`src/rtl/beacon_update_parser_if.sv`:
```
// beacon_update_parser_if: 134-bit packet bus entering and leaving the update parser
interface beacon_update_parser_if;
    logic         in_data_wr;
    logic [133:0] in_data;
    logic         in_data_valid;
    logic         in_data_valid_wr;
    logic         out_data_wr;
    logic [133:0] out_data;
    logic         out_data_valid;
    logic         out_data_valid_wr;

    modport master (
        output in_data_wr, in_data, in_data_valid, in_data_valid_wr,
        input  out_data_wr, out_data, out_data_valid, out_data_valid_wr
    );

    modport slave (
        input  in_data_wr, in_data, in_data_valid, in_data_valid_wr,
        output out_data_wr, out_data, out_data_valid, out_data_valid_wr
    );
endinterface

```
`src/rtl/beacon_update_parser.sv`:
```
// beacon_update_parser: consumes CNC beacon update packets, forwards everything else with 3-cycle latency
module beacon_update_parser #(
    parameter logic [15:0] ETH_TYPE    = 16'h88f7,
    parameter logic [3:0]  UPDATE_TYPE = 4'hd,
    parameter logic [31:0] DEF_TBP     = 32'h0
) (
    input  logic                         clk,
    input  logic                         rst_n,
    beacon_update_parser_if.slave        bus,
    input  logic [47:0]                  local_mac_addr,
    output logic                         direction,
    output logic [31:0]                  token_bucket_para,
    output logic [47:0]                  direct_mac_addr,
    output logic                         beacon_update_master,
    output logic [15:0]                  update_seq,
    output logic [15:0]                  update_cnt,
    output logic [15:0]                  err_cnt
);
    typedef enum logic [1:0] {IDLE, HDR, FWD, DROP} state_t;

    // hdr marks words of the packet still being classified so they can be dropped retroactively
    typedef struct packed {
        logic         wr;
        logic [133:0] data;
        logic         valid;
        logic         valid_wr;
        logic         drop;
        logic         hdr;
    } stage_t;

    state_t       r_state, w_state_nxt;
    logic [2:0]   r_wcnt, w_idx;
    stage_t       r_s1, r_s2, r_s3;
    logic         w_head, w_tail, w_match;
    logic         w_match_now, w_drop_in, w_hdr_in;
    logic         w_cap_seq, w_cap_w6, w_commit, w_err;
    logic [15:0]  r_sh_seq;
    logic         r_sh_dir;
    logic [31:0]  r_sh_tbp;
    logic [47:0]  r_sh_mac;
    logic         r_sh_w6;
    logic         r_direction;
    logic [31:0]  r_tbp;
    logic [47:0]  r_mac;
    logic         r_master;
    logic [15:0]  r_update_seq;
    logic [15:0]  r_update_cnt;
    logic [15:0]  r_err_cnt;

    function automatic stage_t f_adv(input stage_t s, input logic mark, input logic clr);
        f_adv      = s;
        f_adv.drop = s.drop | (mark & s.hdr & s.wr);
        f_adv.hdr  = s.hdr & ~clr;
    endfunction

    assign w_head  = bus.in_data_wr && bus.in_data[133:132] == 2'b01;
    assign w_tail  = bus.in_data_wr && bus.in_data[133:132] == 2'b10;
    assign w_idx   = w_head ? 3'd0 : (r_wcnt == 3'd7 ? 3'd7 : r_wcnt + 3'd1);
    assign w_match = bus.in_data[127:80] == local_mac_addr &&
                     bus.in_data[31:16] == ETH_TYPE &&
                     bus.in_data[11:8] == UPDATE_TYPE;

    // next state, classification and commit/abort decisions for the current word
    always_comb begin
        w_state_nxt = r_state;
        w_match_now = 1'b0;
        w_cap_seq   = 1'b0;
        w_cap_w6    = 1'b0;
        w_commit    = 1'b0;
        w_err       = 1'b0;
        if (bus.in_data_wr) begin
            if (w_head) begin
                w_state_nxt = HDR;
                w_err       = r_state == DROP;
            end else begin
                case (r_state)
                    HDR: begin
                        if (w_idx == 3'd2) begin
                            w_match_now = w_match;
                            w_state_nxt = w_tail ? IDLE : (w_match ? DROP : FWD);
                            w_err       = w_match && w_tail;
                        end else if (w_tail) begin
                            w_state_nxt = IDLE;
                        end
                    end
                    FWD: w_state_nxt = w_tail ? IDLE : FWD;
                    DROP: begin
                        w_cap_seq = w_idx == 3'd4;
                        w_cap_w6  = w_idx == 3'd6;
                        if (w_tail) begin
                            w_state_nxt = IDLE;
                            w_commit    = (r_sh_w6 || w_cap_w6) && bus.in_data_valid_wr && bus.in_data_valid;
                            w_err       = !w_commit;
                        end
                    end
                    default: w_state_nxt = IDLE;
                endcase
            end
        end
    end

    assign w_drop_in = w_match_now || (r_state == DROP && !w_head);
    assign w_hdr_in  = bus.in_data_wr && (w_head || r_state == HDR);

    // state register and word index within the packet
    always_ff @(posedge clk or negedge rst_n) begin
        if (!rst_n) begin
            r_state <= IDLE;
            r_wcnt  <= 3'd0;
        end else begin
            r_state <= w_state_nxt;
            if (bus.in_data_wr)
                r_wcnt <= w_idx;
        end
    end

    // 3-stage delay line; a match at w2 retroactively drops the header words already inside
    always_ff @(posedge clk or negedge rst_n) begin
        if (!rst_n) begin
            r_s1 <= '0;
            r_s2 <= '0;
            r_s3 <= '0;
        end else begin
            r_s1 <= '{wr: bus.in_data_wr, data: bus.in_data, valid: bus.in_data_valid,
                      valid_wr: bus.in_data_valid_wr, drop: w_drop_in, hdr: w_hdr_in};
            r_s2 <= f_adv(r_s1, w_match_now, w_head);
            r_s3 <= f_adv(r_s2, w_match_now, w_head);
        end
    end

    assign bus.out_data_wr       = r_s3.wr & ~r_s3.drop;
    assign bus.out_data          = r_s3.drop ? 134'd0 : r_s3.data;
    assign bus.out_data_valid    = r_s3.valid & ~r_s3.drop;
    assign bus.out_data_valid_wr = r_s3.valid_wr & ~r_s3.drop;

    // shadow copies of the update fields, held until the tail decides whether to commit
    always_ff @(posedge clk or negedge rst_n) begin
        if (!rst_n) begin
            r_sh_seq <= 16'd0;
            r_sh_dir <= 1'b0;
            r_sh_tbp <= 32'd0;
            r_sh_mac <= 48'd0;
            r_sh_w6  <= 1'b0;
        end else begin
            if (w_match_now)
                r_sh_w6 <= 1'b0;
            if (w_cap_seq)
                r_sh_seq <= bus.in_data[31:16];
            if (w_cap_w6) begin
                r_sh_mac <= bus.in_data[127:80];
                r_sh_dir <= bus.in_data[79];
                r_sh_tbp <= bus.in_data[63:32];
                r_sh_w6  <= 1'b1;
            end
        end
    end

    // committed configuration; w6 may itself be the tail, so take it straight from the bus then
    always_ff @(posedge clk or negedge rst_n) begin
        if (!rst_n) begin
            r_direction  <= 1'b0;
            r_tbp        <= DEF_TBP;
            r_mac        <= 48'd0;
            r_update_seq <= 16'd0;
            r_master     <= 1'b0;
        end else if (w_commit) begin
            r_direction  <= w_cap_w6 ? bus.in_data[79] : r_sh_dir;
            r_tbp        <= w_cap_w6 ? bus.in_data[63:32] : r_sh_tbp;
            r_mac        <= w_cap_w6 ? bus.in_data[127:80] : r_sh_mac;
            r_update_seq <= r_sh_seq;
            r_master     <= ~r_master;
        end
    end

    // saturating commit and abort counters
    always_ff @(posedge clk or negedge rst_n) begin
        if (!rst_n) begin
            r_update_cnt <= 16'd0;
            r_err_cnt    <= 16'd0;
        end else begin
            if (w_commit && r_update_cnt != 16'hFFFF)
                r_update_cnt <= r_update_cnt + 16'd1;
            if (w_err && r_err_cnt != 16'hFFFF)
                r_err_cnt <= r_err_cnt + 16'd1;
        end
    end

    assign direction            = r_direction;
    assign token_bucket_para    = r_tbp;
    assign direct_mac_addr      = r_mac;
    assign beacon_update_master = r_master;
    assign update_seq           = r_update_seq;
    assign update_cnt           = r_update_cnt;
    assign err_cnt              = r_err_cnt;
endmodule

```
`src/flat_wrapper.sv`:
```
// flat-port wrapper written by rule: the top's interface ports become plain ports
module beacon_update_parser_flat 
#(
    parameter logic [15:0] ETH_TYPE    = 16'h88f7,
    parameter logic [3:0]  UPDATE_TYPE = 4'hd,
    parameter logic [31:0] DEF_TBP     = 32'h0
)
  (clk, rst_n, local_mac_addr, direction, token_bucket_para, direct_mac_addr, beacon_update_master, update_seq, update_cnt, err_cnt, bus_in_data_wr, bus_in_data, bus_in_data_valid, bus_in_data_valid_wr, bus_out_data_wr, bus_out_data, bus_out_data_valid, bus_out_data_valid_wr);
  beacon_update_parser_if bus_i ();
  input  logic clk;
  input  logic rst_n;
  input  logic [47:0] local_mac_addr;
  output logic direction;
  output logic [31:0] token_bucket_para;
  output logic [47:0] direct_mac_addr;
  output logic beacon_update_master;
  output logic [15:0] update_seq;
  output logic [15:0] update_cnt;
  output logic [15:0] err_cnt;
  input wire logic [$bits(bus_i.in_data_wr)-1:0] bus_in_data_wr;
  input wire logic [$bits(bus_i.in_data)-1:0] bus_in_data;
  input wire logic [$bits(bus_i.in_data_valid)-1:0] bus_in_data_valid;
  input wire logic [$bits(bus_i.in_data_valid_wr)-1:0] bus_in_data_valid_wr;
  output wire logic [$bits(bus_i.out_data_wr)-1:0] bus_out_data_wr;
  output wire logic [$bits(bus_i.out_data)-1:0] bus_out_data;
  output wire logic [$bits(bus_i.out_data_valid)-1:0] bus_out_data_valid;
  output wire logic [$bits(bus_i.out_data_valid_wr)-1:0] bus_out_data_valid_wr;
  assign bus_i.in_data_wr = bus_in_data_wr;
  assign bus_i.in_data = bus_in_data;
  assign bus_i.in_data_valid = bus_in_data_valid;
  assign bus_i.in_data_valid_wr = bus_in_data_valid_wr;
  assign bus_out_data_wr = bus_i.out_data_wr;
  assign bus_out_data = bus_i.out_data;
  assign bus_out_data_valid = bus_i.out_data_valid;
  assign bus_out_data_valid_wr = bus_i.out_data_valid_wr;
  beacon_update_parser #(.ETH_TYPE(ETH_TYPE), .UPDATE_TYPE(UPDATE_TYPE), .DEF_TBP(DEF_TBP)) u_core (.clk(clk), .rst_n(rst_n), .bus(bus_i), .local_mac_addr(local_mac_addr), .direction(direction), .token_bucket_para(token_bucket_para), .direct_mac_addr(direct_mac_addr), .beacon_update_master(beacon_update_master), .update_seq(update_seq), .update_cnt(update_cnt), .err_cnt(err_cnt));
endmodule
```
`config.mk`:
```
export PLATFORM = sky130hd
export DESIGN_NAME = beacon_update_parser_flat
export DESIGN_NICKNAME = d
export VERILOG_FILES = /design/src/rtl/beacon_update_parser_if.sv /design/src/rtl/beacon_update_parser.sv /design/src/flat_wrapper.sv
export SDC_FILE = /design/constraint.sdc
export NUM_CORES = 1
export LEC_CHECK = 0
export ABC_AREA = 1
export CAP_MARGIN = 5
export CORE_ASPECT_RATIO = 1.5
export CORE_MARGIN = 2
export CORE_UTILIZATION = 38
export CTS_CLUSTER_DIAMETER = 200
export DETAILED_ROUTE_END_ITERATION = 10
export PLACE_DENSITY = 0.71
export SLEW_MARGIN = 15
export SYNTH_ARGS = -nofsm -noshare
export SYNTH_HDL_FRONTEND = slang
export SYNTH_SLANG_ARGS = --single-unit
```
`constraint.sdc`:
```
create_clock -name clk -period 2.75 [get_ports clk]
set_input_delay 0.6875 -clock clk [delete_from_list [all_inputs] [get_ports clk]]
set_output_delay 0.6875 -clock clk [all_outputs]
set_load 0.01 [all_outputs]
```
==> results.md <==
STA:
- The highest clock frequency the design can meet is 0.348 GHz.
- The total count of hold-check failures in the final report is 0.
- The number of slew-limit violations in the final report is 0.
- Hold timing on the final database bottoms out at a slack of 345 ps.
- The count of final setup violators is 66.
- The final worst-path setup slack is -127 ps.
- Setup repair after global routing could not meet its margin everywhere.
- Headroom to the max-slew limit came out at 0.571.
- The smallest clock period supported by the final layout is computed as 2880 ps.
- The setup skew after layout is 16.5 ps.
- At the pin with the least slew margin, the transition time is 643 ps.
- Dividing the final minimum period by the clock period gives 1.05.

Power and ir drop:
- The internal power of the cells totals 16.4 mW.
- Summed over all cells, the static leakage comes to 15.7 nW.
- Of the total power, combinational logic draws 0.093.
- Of the total power, the share spent switching nets is 0.228.
- IR analysis of the VDD net gives a maximum drop of 515 uV.
- The part of the power in registers is 0.483.
- The switching component of the power is 4.86 mW.
- The share of total power dissipated in the clock network is 0.424.
- Dividing total power by cell area gives a power density of 692 nW/um2.

Worst setup path:
- The arrival time at the worst endpoint is 2190 ps.
- The slowest stage of the critical path belongs to the cell clkdlybuf4s50_1.
- The critical path launch point type is a flip-flop.
- The largest single stage delay on the critical path is 560 ps.
- Walking the worst path, the cells encountered are buf_12 > nor2_4 > clkdlybuf4s50_1.
- In this run the worst path has a maximum fanout of 69.
- STA classifies the critical path endpoint as a primary output.
- The data required time at the worst endpoint is 2060 ps.
- The startpoint-to-endpoint class of the critical path is flip-flop to primary output.

Route:
- The final routed DRC violation total is 0.
- The met3 wirelength from detailed routing is 3130 um.
- The average via count per standard cell is 4.48.
- The routed design uses 30,000 um of met2 wire.
- The total number of vias is 15,000.
- The number of detailed-route iterations in the first pass is 5.
- The wire length per cell is 17.4 um.
- The uppermost signal routing layer after detailed routing is met5.
- The violation count after the first detailed-route iteration is 650.
- The number of antenna-violating nets in the routed design is 0.
- The final layout contains routed wiring with a total length of 58,300 um.
- The wire length on met1 is 22,500 um.

Logic synthesis:
- The synthesis-stage register bit count is 649.
- The average instance in the mapped netlist occupies 11.3 um2.
- The commonest cells after synthesis are dfrtp_1 (649), nand2_1 (576), inv_1 (263), nor2_1 (199), o21ai_1 (42).
- The combined area of all synthesized cells is 22,100 um2.
- The most numerous cell in the Yosys netlist is dfrtp_1.
- The number of flops mapped to enable cells by yosys is 0.
- In the synthesized netlist, the number of instances is 1,959.
- The net count after synthesis is 2,149.
- The sequential-to-total area share from yosys stat is 0.734.
- Yosys printed 0 warnings.
- The share of synthesized area in the top cell type comes to 0.734.
- The main flop type after synthesis is dfrtp_1.
- Of all cell types, the one taking the most synthesized area is dfrtp_1.
- After synthesis, the share of flip-flops with an asynchronous set or reset is 1.00.
- The distinct cell type count of the synthesized netlist is 38.
- After synthesis, the cell types taking the most area are dfrtp_1 (73%), nand2_1 (9.8%), inv_1 (4.5%).

Clock tree:
- The maximum number of buffers from clock root to sink is 3.
- In this run the number of H-tree levels came out at 2.
- Clock-pin slew was measured on the worst setup and hold paths at 60 ps.
- For the worst-skew pair, the clock arrives at the later sink with an insertion delay of 610 ps.
- In this run the clock root is driven by a clkbuf_16.
- The number of buffers created by CTS is 60.
- TritonCTS built the clock tree.
- Counting every sink on the clock net gives 649.

Status:
- The final reports fail on setup timing.
- The flow ran to the end, but the final reports show violations.

Place:
- During placement, the flow inserted port buffers numbering 453.
- Detailed placement finished with a half-perimeter wire length of 41,500 um.
- Once placement finished, the instance area stood at 28,400 um2.
- The placer congestion estimate is 0.867.

Floorplanning:
- The die covers 60,200 um2.
- The number of I/O pins is 454.
- In this run the horizontal extent of the chip is 201 um.
- The floorplan die height is 300 um.
- For this configuration, the core starts out at a cell density of 0.384.
- The core outline area is 57,700 um2.
- The floorplan has 108 rows.

Layout:
- The total area of sequential cells is 16,200 um2.
- After filler insertion, the fill cell instance count of the layout stands at 4,958.
- In the final layout, the multi-input gates occupy 4700 um2.
- The final standard cell area without fillers is 30,800 um2.
- The area growth from synthesis to layout is 39.1%.
- At the end of the flow the core is filled with cells to 0.534.
- In the final design database the tool counted 2,723 nets.
- The fraction of layout instances using a drive strength above 1 is 0.124.

Global route:
- After global routing the overflow that remains totals 0.
- The first global-routing pass estimated 90,500 um of wire.
- The number of global-route vias before repair is 15,800.
- Entering global routing, the biggest net connects 101 pins.
- The initial antenna violation count is 10.
- The overall track demand over capacity in global routing is 0.194.

Job:
- The count of max-cap constraint violations is 0.

Min path:
- The type of the most critical hold path is flip-flop to flip-flop.
worst max-delay path: cells and delay by family (launching register included):
family                 cells  cell delay (ps)
flip-flops                 1              500
AND/OR/NAND/NOR            1              210
buffers and inverters      2              760
power by group through the flow:
stage | Sequential, mW | Clock, mW | Combinational, mW
floorplan | 10.4 | 0 | 0.759
global placement | 10.4 | 0 | 1.96
detailed placement | 10.5 | 0 | 2.00
CTS | 10.3 | 9.26 | 2.01
global route | 10.3 | 9.64 | 2.18
finish | 10.3 | 9.03 | 1.98
flip-flops by register name (all words and copies together) (netlist names):
name                         flops
u_core.beacon_update_master      1
u_core.direct_mac_addr          48
u_core.token_bucket_para        32
u_core.r_sh_seq                 16
u_core.r_wcnt                    3
u_core.err_cnt                  16
u_core.direction                 1
u_core.r_sh_w6                   1
u_core.r_sh_tbp                 32
u_core.r_sh_dir                  1
u_core.r_s3                    138
u_core.r_s2                    139
u_core.update_seq               16
u_core.update_cnt               16
u_core.r_state                   2
u_core.r_s1                    139
u_core.r_sh_mac                 48
repair_timing:
action,4_1_cts,5_1_grt
resized for setup,43,48
endpoints found under the setup margin,137,113
setup buffers,0,0
pin swaps,0,1
hold buffers,1,0
hold endpoints to repair,40,0
cells in the final DEF (no fill, tap or decap), drive strengths merged, types with 6 or more instances in the layout:
cell / count
buf: 113
dlymetal6s2s: 24
nand4: 9
clkinvlp: 7
clkinv: 13
diode: 8
inv: 274
clkdlybuf4s50: 404
mux2: 48
nor3: 8
nor2: 204
dfrtp: 649
dlygate4sd2: 24
o21ai: 66
bufinv: 11
nand3: 33
nand2: 579
clkbuf: 75
xnor2: 6
xor2: 14
nor4: 6
cell type report:
type                    count  area share
diodes                      8    0.000650
clock buffers              75      0.0549
clock inverters            35      0.0158
inverters                 270      0.0331
multi-input cells         986       0.153
flip-flops and latches    649       0.528
well taps                 770      0.0313
repair buffers            566       0.184
metrics by stage:
| stage | setup slack, ps | power (mW) | cells | setup TNS [ps] |
|---|---|---|---|---|
| after floorplan | 734 | 11.2 | 1959 | 0 |
| after global placement | -327 | 12.4 | 3240 | -7380 |
| after detailed placement | -401 | 12.5 | 3240 | -9490 |
| after CTS | -172 | 21.6 | 3351 | -10400 |
| after global routing | -168 | 22.1 | 3359 | -9510 |
| final | -127 | 21.3 | 3359 | -3380 |
logic make-up after synthesis:
kind of cell / share of synthesized area
XOR/XNOR: 0.00791
flip-flops: 0.734
AND/OR/NAND/NOR: 0.150
multiplexers: 0.0290
AO/OA/AOI/OAI: 0.0177
adder cells (fa/ha/maj): 0.00170
buffers and inverters: 0.0595
per-layer routing:
layer  vias up  global-route usage
li1       7017                   -
met1      7371               0.228
met2       508               0.342
met3       138              0.0391
met4         2              0.0935
met5         -                   0
worst paths after layout:
path	startpoint	to	slack, ps	cells after the start
setup / recovery	u_core.r_s3[1]	bus_out_data[52]	-130	3
hold reg to reg	u_core.r_s1[9]	u_core.r_s2[9]	340	0
hold / removal	u_core.r_s1[9]	u_core.r_s2[9]	340	0
setup reg to reg	u_core.r_wcnt[0]	u_core.err_cnt[4]	280	14
max in group asynchronous	rst_n	u_core.r_sh_mac[37]	1280	3
min in group asynchronous	rst_n	u_core.r_s3[5]	580	2
Note: power is estimated with default switching activity, not from simulation.
